===== src/rtl/aes_pkg.sv =====
// aes_pkg: shared types and constants for the AES round controller.
// Contents: FSM state enum, round counts per key size, round index width, block width.
package aes_pkg;
  localparam int AES_NR128 = 10;
  localparam int AES_NR192 = 12;
  localparam int AES_NR256 = 14;
  localparam int ROUND_W = 4;
  localparam int AES_BLOCK_W = 128;
  typedef enum logic [2:0] {
    ST_IDLE,
    ST_KEY_REQ,
    ST_ISSUE,
    ST_WAIT,
    ST_DONE
  } state_e;
endpackage


===== src/rtl/aes_rnd_watchdog.sv =====
// aes_rnd_watchdog: cycle counter that flags expiry after LIMIT enabled cycles.
// Ports: clk, reset (sync, active-high), clr_i (restart count), en_i (count this cycle),
//        expire_o (high in the LIMIT-th consecutive enabled cycle).
module aes_rnd_watchdog #(
  parameter int LIMIT = 64
) (
  input  logic clk,
  input  logic reset,
  input  logic clr_i,
  input  logic en_i,
  output logic expire_o
);
  localparam int CW = $clog2(LIMIT + 1);
  logic [CW-1:0] cnt_q, cnt_d;
  always_comb cnt_d = clr_i ? '0 : en_i ? cnt_q + CW'(1) : cnt_q;
  always_ff @(posedge clk) begin
    if (reset) cnt_q <= '0;
    else cnt_q <= cnt_d;
  end
  assign expire_o = en_i && cnt_q == CW'(LIMIT - 1);
endmodule


===== src/rtl/aes_round_ctrl.sv =====
// aes_round_ctrl: iterative AES round sequencer (key fetch, round issue, result capture).
// Ports: start_valid/start_ready/data_in accept a plaintext block; key_req/key_idx/
//        key_valid_in/round_key fetch round keys; rd_* issue a round and rd_valid_in/
//        rd_data_in return its result; out_valid/out_ready/data_out deliver the ciphertext;
//        abort cancels a block; err pulses on abort or watchdog expiry.
// Option: define AES_RND_CTRL_TIMEOUT_EN to enable the KEY_REQ/WAIT watchdog.
module aes_round_ctrl
  import aes_pkg::*;
#(
  parameter int DATA_W = AES_BLOCK_W,
  parameter int NR = AES_NR128,
  parameter int TIMEOUT_CYC = 64
) (
  input  logic               clk,
  input  logic               reset,
  input  logic               start_valid,
  output logic               start_ready,
  input  logic [DATA_W-1:0]  data_in,
  input  logic               abort,
  output logic               key_req,
  output logic [ROUND_W-1:0] key_idx,
  input  logic               key_valid_in,
  input  logic [DATA_W-1:0]  round_key,
  output logic               rd_valid,
  output logic [ROUND_W-1:0] rd_round,
  output logic               rd_first,
  output logic               rd_final,
  output logic [DATA_W-1:0]  rd_data,
  output logic [DATA_W-1:0]  rd_key,
  input  logic               rd_valid_in,
  input  logic [DATA_W-1:0]  rd_data_in,
  output logic               out_valid,
  input  logic               out_ready,
  output logic [DATA_W-1:0]  data_out,
  output logic               err
);
  state_e fsm_q, fsm_d;
  logic [DATA_W-1:0] state_q, state_d, key_q, key_d, data_out_q, data_out_d;
  logic [ROUND_W-1:0] round_q, round_d;
  logic out_valid_q, out_valid_d, err_q, err_d;
  logic last, accept, rd_done, kill, tmo;

  assign last = round_q == ROUND_W'(NR);
  assign accept = fsm_q == ST_IDLE && start_valid;
  assign rd_done = fsm_q == ST_WAIT && rd_valid_in;
  assign kill = (abort || tmo) && fsm_q != ST_IDLE;

`ifdef AES_RND_CTRL_TIMEOUT_EN
  aes_rnd_watchdog #(.LIMIT(TIMEOUT_CYC)) u_wdog (
    .clk      (clk),
    .reset    (reset),
    .clr_i    (fsm_d != fsm_q),
    .en_i     (fsm_q == ST_KEY_REQ || fsm_q == ST_WAIT),
    .expire_o (tmo)
  );
`else
  // Never true for a legal limit; keeps TIMEOUT_CYC referenced when the watchdog is absent.
  assign tmo = TIMEOUT_CYC < 0;
`endif

  always_ff @(posedge clk) begin
    if (reset) begin
      fsm_q       <= ST_IDLE;
      state_q     <= '0;
      key_q       <= '0;
      round_q     <= '0;
      data_out_q  <= '0;
      out_valid_q <= 1'b0;
      err_q       <= 1'b0;
    end else begin
      fsm_q       <= fsm_d;
      state_q     <= state_d;
      key_q       <= key_d;
      round_q     <= round_d;
      data_out_q  <= data_out_d;
      out_valid_q <= out_valid_d;
      err_q       <= err_d;
    end
  end

  always_comb begin
    fsm_d = fsm_q;
    unique case (fsm_q)
      ST_IDLE:    if (start_valid) fsm_d = ST_KEY_REQ;
      ST_KEY_REQ: if (key_valid_in) fsm_d = ST_ISSUE;
      ST_ISSUE:   fsm_d = ST_WAIT;
      ST_WAIT:    if (rd_valid_in) fsm_d = last ? ST_DONE : ST_KEY_REQ;
      ST_DONE:    if (out_ready) fsm_d = ST_IDLE;
      default:    fsm_d = ST_IDLE;
    endcase
    if (kill) fsm_d = ST_IDLE;
    state_d     = accept ? data_in : rd_done ? rd_data_in : state_q;
    key_d       = fsm_q == ST_KEY_REQ && key_valid_in ? round_key : key_q;
    round_d     = accept ? '0 : rd_done && !last ? round_q + ROUND_W'(1) : round_q;
    data_out_d  = rd_done && last ? rd_data_in : data_out_q;
    out_valid_d = fsm_d == ST_DONE;
    err_d       = kill;
  end

  always_comb begin
    start_ready = fsm_q == ST_IDLE;
    key_req     = fsm_q == ST_KEY_REQ;
    key_idx     = key_req ? round_q : '0;
    rd_valid    = fsm_q == ST_ISSUE;
    rd_round    = rd_valid ? round_q : '0;
    rd_first    = rd_valid && round_q == '0;
    rd_final    = rd_valid && last;
    rd_data     = rd_valid ? state_q : '0;
    rd_key      = rd_valid ? key_q : '0;
    out_valid   = out_valid_q;
    data_out    = data_out_q;
    err         = err_q;
  end
endmodule


===== config.mk =====
export PLATFORM = sky130hd
export DESIGN_NAME = aes_round_ctrl
export DESIGN_NICKNAME = d
export VERILOG_FILES = /design/src/rtl/aes_pkg.sv /design/src/rtl/aes_rnd_watchdog.sv /design/src/rtl/aes_round_ctrl.sv
export SDC_FILE = /design/constraint.sdc
export NUM_CORES = 1
export LEC_CHECK = 0
export ABC_CLOCK_PERIOD_IN_PS = 1700
export CELL_PAD_IN_SITES_DETAIL_PLACEMENT = 0
export CELL_PAD_IN_SITES_GLOBAL_PLACEMENT = 1
export CORE_AREA = 2 2 306 308
export DETAILED_ROUTE_END_ITERATION = 10
export DIE_AREA = 0 0 308 310
export PLACE_DENSITY = 0.59
export SYNTH_ARGS = -nofsm -noshare
export SYNTH_HDL_FRONTEND = slang
export SYNTH_SLANG_ARGS = --single-unit

===== constraint.sdc =====
create_clock -name clk -period 1.7 [get_ports clk]
set_clock_uncertainty 0.15 [all_clocks]
set_input_delay 0.17 -clock clk [delete_from_list [all_inputs] [get_ports clk]]
set_output_delay 0.17 -clock clk [all_outputs]
set_load 0.02 [all_outputs]

==> Yosys cells after proc, flatten, opt, wreduce, memory -nomap -nowiden <==
Index checks and enable logic that the tools add are counted.
W data, S select, Z words.
{ "word_totals": {"inputBits": 391, "wordCells": 41, "ff_bits": 393} }
{ "classes": {"n_eq_ne": 6, "add_sub_neg": 1, "n_mux": 13, "n_reduce_logical": 14} }
{ "op_table": {"columns": ["cell", "n"], "rows": [
  ["$mux W128", 4],
  ["$mux W3", 6],
  ["$pmux W3 S5", 1],
  ["$logic_and A1 B1 Y1", 8],
  ["$mux W4", 2],
  ["$eq A3 B2 Y1 const B", 2],
  ["$eq A3 B3 Y1 const B", 2],
  ["$add A4 B1 Y4 const B", 1],
  ["$eq A4 B4 Y1 const B", 1],
  ["$logic_not A4 Y1", 1],
  ["$eq A3 B1 Y1 const B", 1],
  ["$logic_not A3 Y1", 1],
  ["$reduce_bool A3 Y1", 1],
  ["$reduce_bool A2 Y1", 1],
  ["$reduce_or A2 Y1", 1],
  ["$logic_not A1 Y1", 1]
]} }

==> Logic depth before layout (Yosys ltp) <==
Gate-level depths: netlist (run 1).
{ "depth": {"ltp_word": 6, "mapped_depth": 8} }

==> Worst setup path before layout (run 1) <==
Ideal clock, no wire load.
{ "synth_timing": {"path_kind": "flip-flop to output port", "from": "register round_q[0]", "to": "output port rd_final", "t_arrival_ns": 1.529, "slack_ns": -0.149, "stages_incl_launch_ff": 8, "cell_sequence": "dfxtp_1 > inv_1 > ha_1 > and3b_1 > buf_2 > clkbuf_1 > buf_2 > and2_1"} }
{ "synth_between": {"elab_chain_cells": 2} }
{ "synth_rtl": {"columns": ["item", "line", "text"], "rows": [
  ["start: declaration", "aes_round_ctrl.sv:39", "logic [ROUND_W-1:0] round_q, round_d;"],
  ["start signal: assignment", "aes_round_ctrl.sv:74", "round_q <= round_d;"],
  ["$eq A4 B4 Y1", "aes_round_ctrl.sv:43", "assign last = round_q == ROUND_W'(NR);"],
  ["$logic_and A1 B1 Y1", "aes_round_ctrl.sv:107", "rd_final = rd_valid && last;"],
  ["end: declaration", "aes_round_ctrl.sv:27", "output logic rd_final,"]
]} }
No other way between the ends.

==> Worst setup path in the final report (run 1) <==
{ "layout_timing": {"from": "register fsm_q[2]", "to": "output port rd_key[43]"} }
{ "layout_between": {"elab_chain_cells": 2} }
{ "layout_rtl": {"columns": ["item", "line", "text"], "rows": [
  ["start: declaration", "aes_round_ctrl.sv:37", "state_e fsm_q, fsm_d;"],
  ["start signal: assignment", "aes_round_ctrl.sv:71", "fsm_q <= fsm_d;"],
  ["$eq A3 B2 Y1", "aes_round_ctrl.sv:104", "rd_valid = fsm_q == ST_ISSUE;"],
  ["$mux W128", "aes_round_ctrl.sv:109", "rd_key = rd_valid ? key_q : '0;"],
  ["end: declaration", "aes_round_ctrl.sv:29", "output logic [DATA_W-1:0] rd_key,"]
]} }
No other way between the ends.

==> flow_summary.ini, run 1 <==
[timing]
setup_viol = 669
tightestPinTransition_ns = 0.4630
max_slew_margin_pct = 69.09
report.final.slew_viol_count = 0
fin_crit_sh_pct = 137.2
rsz0062_at_grt = yes
setup_ws_ns = -0.6319
max_freq_mhz = 428.8
fin_hold_ws_ns = 0.04376
finalHoldViolCount = 0
finalCriticalPeriod_ns = 2.332

[grt]
antenna_found_initial = 9
grt_pass1_wl_um = 127400
grt_max_degree = 79
grt_pass1_vias = 18956
grt-ovfl-total = 0
grt_usage_pct = 17.66

[layout]
instances_no_fill = 4336
final_nets = 3489
drive_gt1_share_pct = 23.51
finalInstanceArea_um2 = 31780
syn2layout_area_growth_pct = 89.90

[floorplan]
die_h_um = 310
core_um2 = 92490
ios = 790
floorplan.initialDensity_pct = 18.09
die-area_um2 = 95480
num_rows = 112
die_w_um = 308

[worst_setup_path]
cp-startpoint = fsm_q[2]
r2r_cells = 8
cp_cell_sequence = inv_2 > and3_4 > buf_12 > buf_12 > buf_12 > buf_6 > and2_4 > buf_6
cp_slowest_cell = dfxtp_2
cp-end-kind = output port
crit_fanout = 11
r2r_start = round_q[0]
crit_top_cell = buf_12
cp.required_ns = 1.38
critPathLaunchType = flop
r2r_end = data_out[1]
endpoint = rd_key[43]
critPathMaxStageDelay_ns = 0.33
crit_arrival_ns = 2.01
r2r_slack_ns = -0.33
worstSetupPathType = flop to output port

[min_path]
worstHoldStart = rd_data_in[108]
min_path_type = input port to flop
whs_path_depth = 3

[synth]
avgSynthCellArea_um2 = 8.065
synth.largest_area_cell = dfxtp_1
synth.top_cell.area_share_pct = 47.01
syn_inst = 2075
yosys_register_bits = 393
synth_cell_type_count = 37
netlist_area_um2 = 16730
postSynthNetCount = 2469
synth_warnings = 0
synth.area.top_cells = dfxtp_1 (47%), a21oi_1 (12%), and2_1 (9.8%)
ys_seq_area_share_pct = 47.01

[clock_tree]
cts_tree = done
cts_sinks = 393
cts_inserted_buffers = 51
htreeDepth = 2
clk_latency_ns = 0.62
clkTransAtPathRegs_ns = 0.06
cts_root_buffer = clkbuf_16
clockBufferDepth = 3

[routing]
wl_um = 90210
drc = 0
drtAntennaViolNets = 0
dr.pass1.iters = 5
wire_per_inst_um = 20.80
vias_per_cell = 4.413
vias = 19133
detail_route.iter0.violations = 1083

[placed_design]
dp.cells = 3998
dp_hpwl_um = 66100
port_buffers = 789
gp_routability_congestion = 0.8524
place_area_um2 = 27150

[status]
status = finished with violations
violations = negative setup slack

[power_and_ir_drop]
irDropWorstVdd_v = 0.0006731
cellPowerDensity_nw_per_um2 = 810.4
total_leakage_power_nw = 11.91

[flow_run]
max_cap_viol_count = 0
-- what timing repair did --
action | 4_1_cts | 5_1_grt
hold buffers | 197 | 0
gates resized for setup | 598 | 549
setup buffers | 9 | 25
hold endpoints to repair | 258 | 0
pin swaps | 6 | 24
endpoints found under the setup margin | 728 | 783
gates cloned | 6 | 8
-- area by class of cell --
cell class	count	area, µm²
timing repair buffer	1184	12400
antenna	4	10.01
tap	1197	1498
fill	9750	60710
clock inverter	14	265.3
clock buffer	79	1583
multi-input combinational	1460	8139
sequential	393	7870
inverter	5	18.77
-- how the worst min path moves through the flow --
stage / to / slack [ns]
2_1_floorplan: key_q[0] / 0.16
3_3_place_gp: key_q[82] / 0.29
3_5_place_dp: key_q[38] / 0.29
4_1_cts: data_out[28] / 0.0004
5_1_grt: data_out[105] / 0.03
6_report: data_out[108] / 0.04
-- worst max-delay path, delay by kind of cell (launching register included) --
| kind | cells | cell delay (ns) |
|---|---|---|
| buffers and inverters | 6 | 0.70 |
| AND/OR/NAND/NOR | 2 | 0.34 |
| flip-flops | 1 | 0.33 |
-- flip-flops by register name (all words and copies together) (netlist names) --
| signal | flops |
|---|---|
| fsm_q | 3 |
| out_valid | 1 |
| err | 1 |
| data_out | 128 |
| state_q | 128 |
| key_q | 128 |
| round_q | 4 |
-- metrics by stage --
step	TNS [ns]	utilization, %	total power [W]	setup WS [ns]
finish	-207.46	34.36	0.02575	-0.6319
global route	-282.31	34.36	0.02681	-0.7328
CTS	-257.42	33.69	0.02602	-0.7858
detailed placement	-126.95	29.35	0.01339	-0.4008
global placement	-128.03	29.35	0.01339	-0.3937
floorplan	0	-	0.01134	0.001408
-- routing by layer --
metal | part of all wire [%] | GRT usage [%] | up-vias
met5 | 0.071 | 0 | -
li1 | - | - | 9238
met3 | 6.4 | 4.611 | 141
met1 | 40 | 20.95 | 9170
met4 | 3.1 | 5.559 | 10
met2 | 50 | 31.00 | 574
-- cell usage after synthesis (all sizes together) --
cell     instances
ha               3
and3             2
a22oi          128
nor4             2
or2              1
and4b            1
a31oi            1
a211oi           1
mux2i            1
and2           263
nor3             5
a2bb2oi          1
a21oi          388
and4bb           1
dfxtp          393
and3b            1
inv              5
nor4b            1
buf            104
nand2          258
or4b             1
o21ai          132
nand4b           1
nor2             1
nand3          259
or3              1
nor3b            1
maj3             1
clkbuf         113
nand3b           1
nand2b           1
or4              1
nand4bb          1
o221ai           1
-- kinds of logic after synthesis --
family,Yosys count,share of synthesized area (%)
DFF,393,47.01
and+or+nand+nor,803,24.50
adders and majority gates,4,0.2916
muxes,1,0.05982
buffers and inverters,222,6.654
AOI/OAI and AO/OA,652,21.48
-- power by group --
group | total, W | internal [W] | leakage [nW] | switching, W
logic | 0.00396 | 0.00221 | 7.82 | 0.00175
clock network | 0.0119 | 0.00731 | 0.903 | 0.00459
registers | 0.00989 | 0.00962 | 3.19 | 0.000269
-- cell usage in the layout (no fill, tap or decap), types with 3 or more instances in the layout --
cell             netlist  routed
a21oi_1              388     388
a22oi_1              128     128
and2_1               263      97
and2_2                 0      67
and2_4                 0      99
buf_12                 0      80
buf_16                 0       5
buf_2                 53      10
buf_4                 27     178
buf_6                 15     134
buf_8                  0       7
bufinv_16              0       6
clkbuf_1             113       9
clkbuf_16              0      58
clkbuf_2               0      34
clkbuf_4               0       3
clkbuf_8               0      18
clkdlybuf4s15_2        0      11
clkdlybuf4s50_1        0     518
clkinv_2               0       4
dfxtp_1              393     391
diode_2                0       4
dlygate4sd3_1          0     197
inv_2                  0       3
nand2_1              258     258
nand3_1              259     259
nor3_1                 5       4
o21ai_0              132     132
No activity file was read; power rests on OpenSTA's default activity.
==> inputs of run 2 (changes only) <==
CTS_CLUSTER_SIZE = 14   (was unset)
==> run 2 against run 1 <==
The run still ends with negative setup slack left. Count of clock-buffer cells in the layout decreased by 1. Sequential share of layout area increased by 0.092 points. Register-to-register slack about the same. Clock power about the same. Combinational power about the same. Largest cell class unchanged.
==> flow_summary.ini, run 2 (synthesis results as in run 1) <==
[status]
status = finished with violations
violations = negative setup slack

[grt]
antenna_found_initial = 10
grt_pass1_wl_um = 127400
grt-ovfl-total = 0
grt_max_degree = 79
grt_usage_pct = 17.68
grt_pass1_vias = 18898

[clock_tree]
clk_latency_ns = 0.60
clockBufferDepth = 3
clkTransAtPathRegs_ns = 0.06
cts_tree = done
cts_sinks = 393
htreeDepth = 2
cts_root_buffer = clkbuf_16
cts_inserted_buffers = 50

[floorplan]
floorplan.initialDensity_pct = 18.09
die_w_um = 308
die_h_um = 310
core_um2 = 92490
ios = 790
num_rows = 112
die-area_um2 = 95480

[layout]
drive_gt1_share_pct = 23.52
multi_input_area_um2 = 8139
finalInstanceArea_um2 = 31660
seqCellArea_um2 = 7870
fin_util_pct = 34.23
num-fill-cells = 9745
final_nets = 3479
final_common_cell = clkdlybuf4s50_1
layout_common_cells = clkdlybuf4s50_1 (518), dfxtp_1 (391), a21oi_1 (388)
syn2layout_area_growth_pct = 89.20
instances_no_fill = 4327

[power_and_ir_drop]
irDropWorstVdd_v = 0.0006747
total_leakage_power_nw = 11.86
cellPowerDensity_nw_per_um2 = 809.9

[worst_setup_path]
cp-end-kind = output port
worstSetupPathType = flop to output port
r2r_cells = 8
critPathLaunchType = flop
crit_arrival_ns = 2.00
crit_fanout = 11
r2r_slack_ns = -0.34
r2r_start = round_q[0]
cp-startpoint = fsm_q[2]
r2r_end = data_out[1]
cp.required_ns = 1.38

[placed_design]
dp.cells = 3998
port_buffers = 789
gp_routability_congestion = 0.8524
dp_hpwl_um = 66100
place_area_um2 = 27150
pre_cts_ws_ns = -0.4008

[routing]
vias = 19123
detail_route.iter0.violations = 1052
wire_per_inst_um = 20.90
dr.pass1.iters = 5
wl_um = 90410
drc = 0
vias_per_cell = 4.419
drtAntennaViolNets = 0

[min_path]
worstHoldStart = rd_data_in[115]
min_to = data_out[115]
min_path_type = input port to flop
whs_path_depth = 3

[timing]
finalCriticalPeriod_ns = 2.317
rsz0062_at_grt = yes
report.final.slew_viol_count = 0
tightestPinTransition_ns = 0.4669
fin_crit_sh_pct = 136.3
max_slew_margin_pct = 68.83
setup_ws_ns = -0.6168
setup_viol = 662
max_freq_mhz = 431.6
finalHoldViolCount = 0
setup_tns_ns = -201.10

[flow_run]
max_cap_viol_count = 0
[run 2: area by class of cell]
class	instances	share of cell area (%)
Timing Repair Buffer	1175	38.87
Multi-Input combinational cell	1460	25.71
Sequential cell	393	24.86
Clock buffer	78	4.888
Tap cell	1197	4.730
Clock inverter	14	0.8536
Inverter	5	0.05928
Antenna cell	5	0.03952
[run 2: power breakdown]
group | internal (W) | leakage [nW] | switching, W
Clock | 0.00729 | 0.891 | 0.00452
Sequential | 0.00962 | 3.19 | 0.000270
Combinational | 0.00220 | 7.78 | 0.00175
Total | 0.0191 | 11.9 | 0.00654
[run 2: what timing repair did]
| item | 4_1_cts | 5_1_grt |
|---|---|---|
| gates resized for setup | 598 | 549 |
| buffers inserted | 9 | 25 |
| endpoints found under the hold margin | 244 | 0 |
| gates cloned | 6 | 8 |
| endpoints found under the setup margin | 678 | 780 |
| hold buffers | 188 | 0 |
| pin swaps | 6 | 24 |
[run 2: critical path, stage by stage, from the launching register on]
cell	delay, ns
dfxtp_2	0.33
inv_2	0.03
and3_4	0.19
buf_12	0.16
buf_12	0.15
buf_12	0.13
buf_6	0.11
and2_4	0.15
buf_6	0.12
[run 2: per-stage QoR]
| step | hold WS [ns] | power, W |
|---|---|---|
| 6_report | 0.05594 | 0.02564 |
| 3_3_place_gp | 0.2883 | 0.01339 |
| 5_1_grt | 0.02605 | 0.02672 |
| 2_1_floorplan | 0.1560 | 0.01134 |
| 4_1_cts | 0.0003635 | 0.02594 |
| 3_5_place_dp | 0.2922 | 0.01339 |
[run 2: how the worst max path moves through the flow]
stage | endpoint | slack [ns] | cells after the start
final | rd_key[43] | -0.62 | 8
after global routing | rd_key[43] | -0.71 | 8
after CTS | rd_data[107] | -0.77 | 6
after detailed placement | rd_key[41] | -0.40 | 6
after global placement | rd_key[41] | -0.39 | 6
after floorplan | rd_final | 0.001 | 7
[run 2: layer usage]
layer	global-route usage (%)	part of all wire, %	vias up
met5	0	0.094	-
met4	5.570	3.1	12
met3	4.740	6.6	148
met2	31.07	50	564
met1	20.86	40	9179
li1	-	-	9220
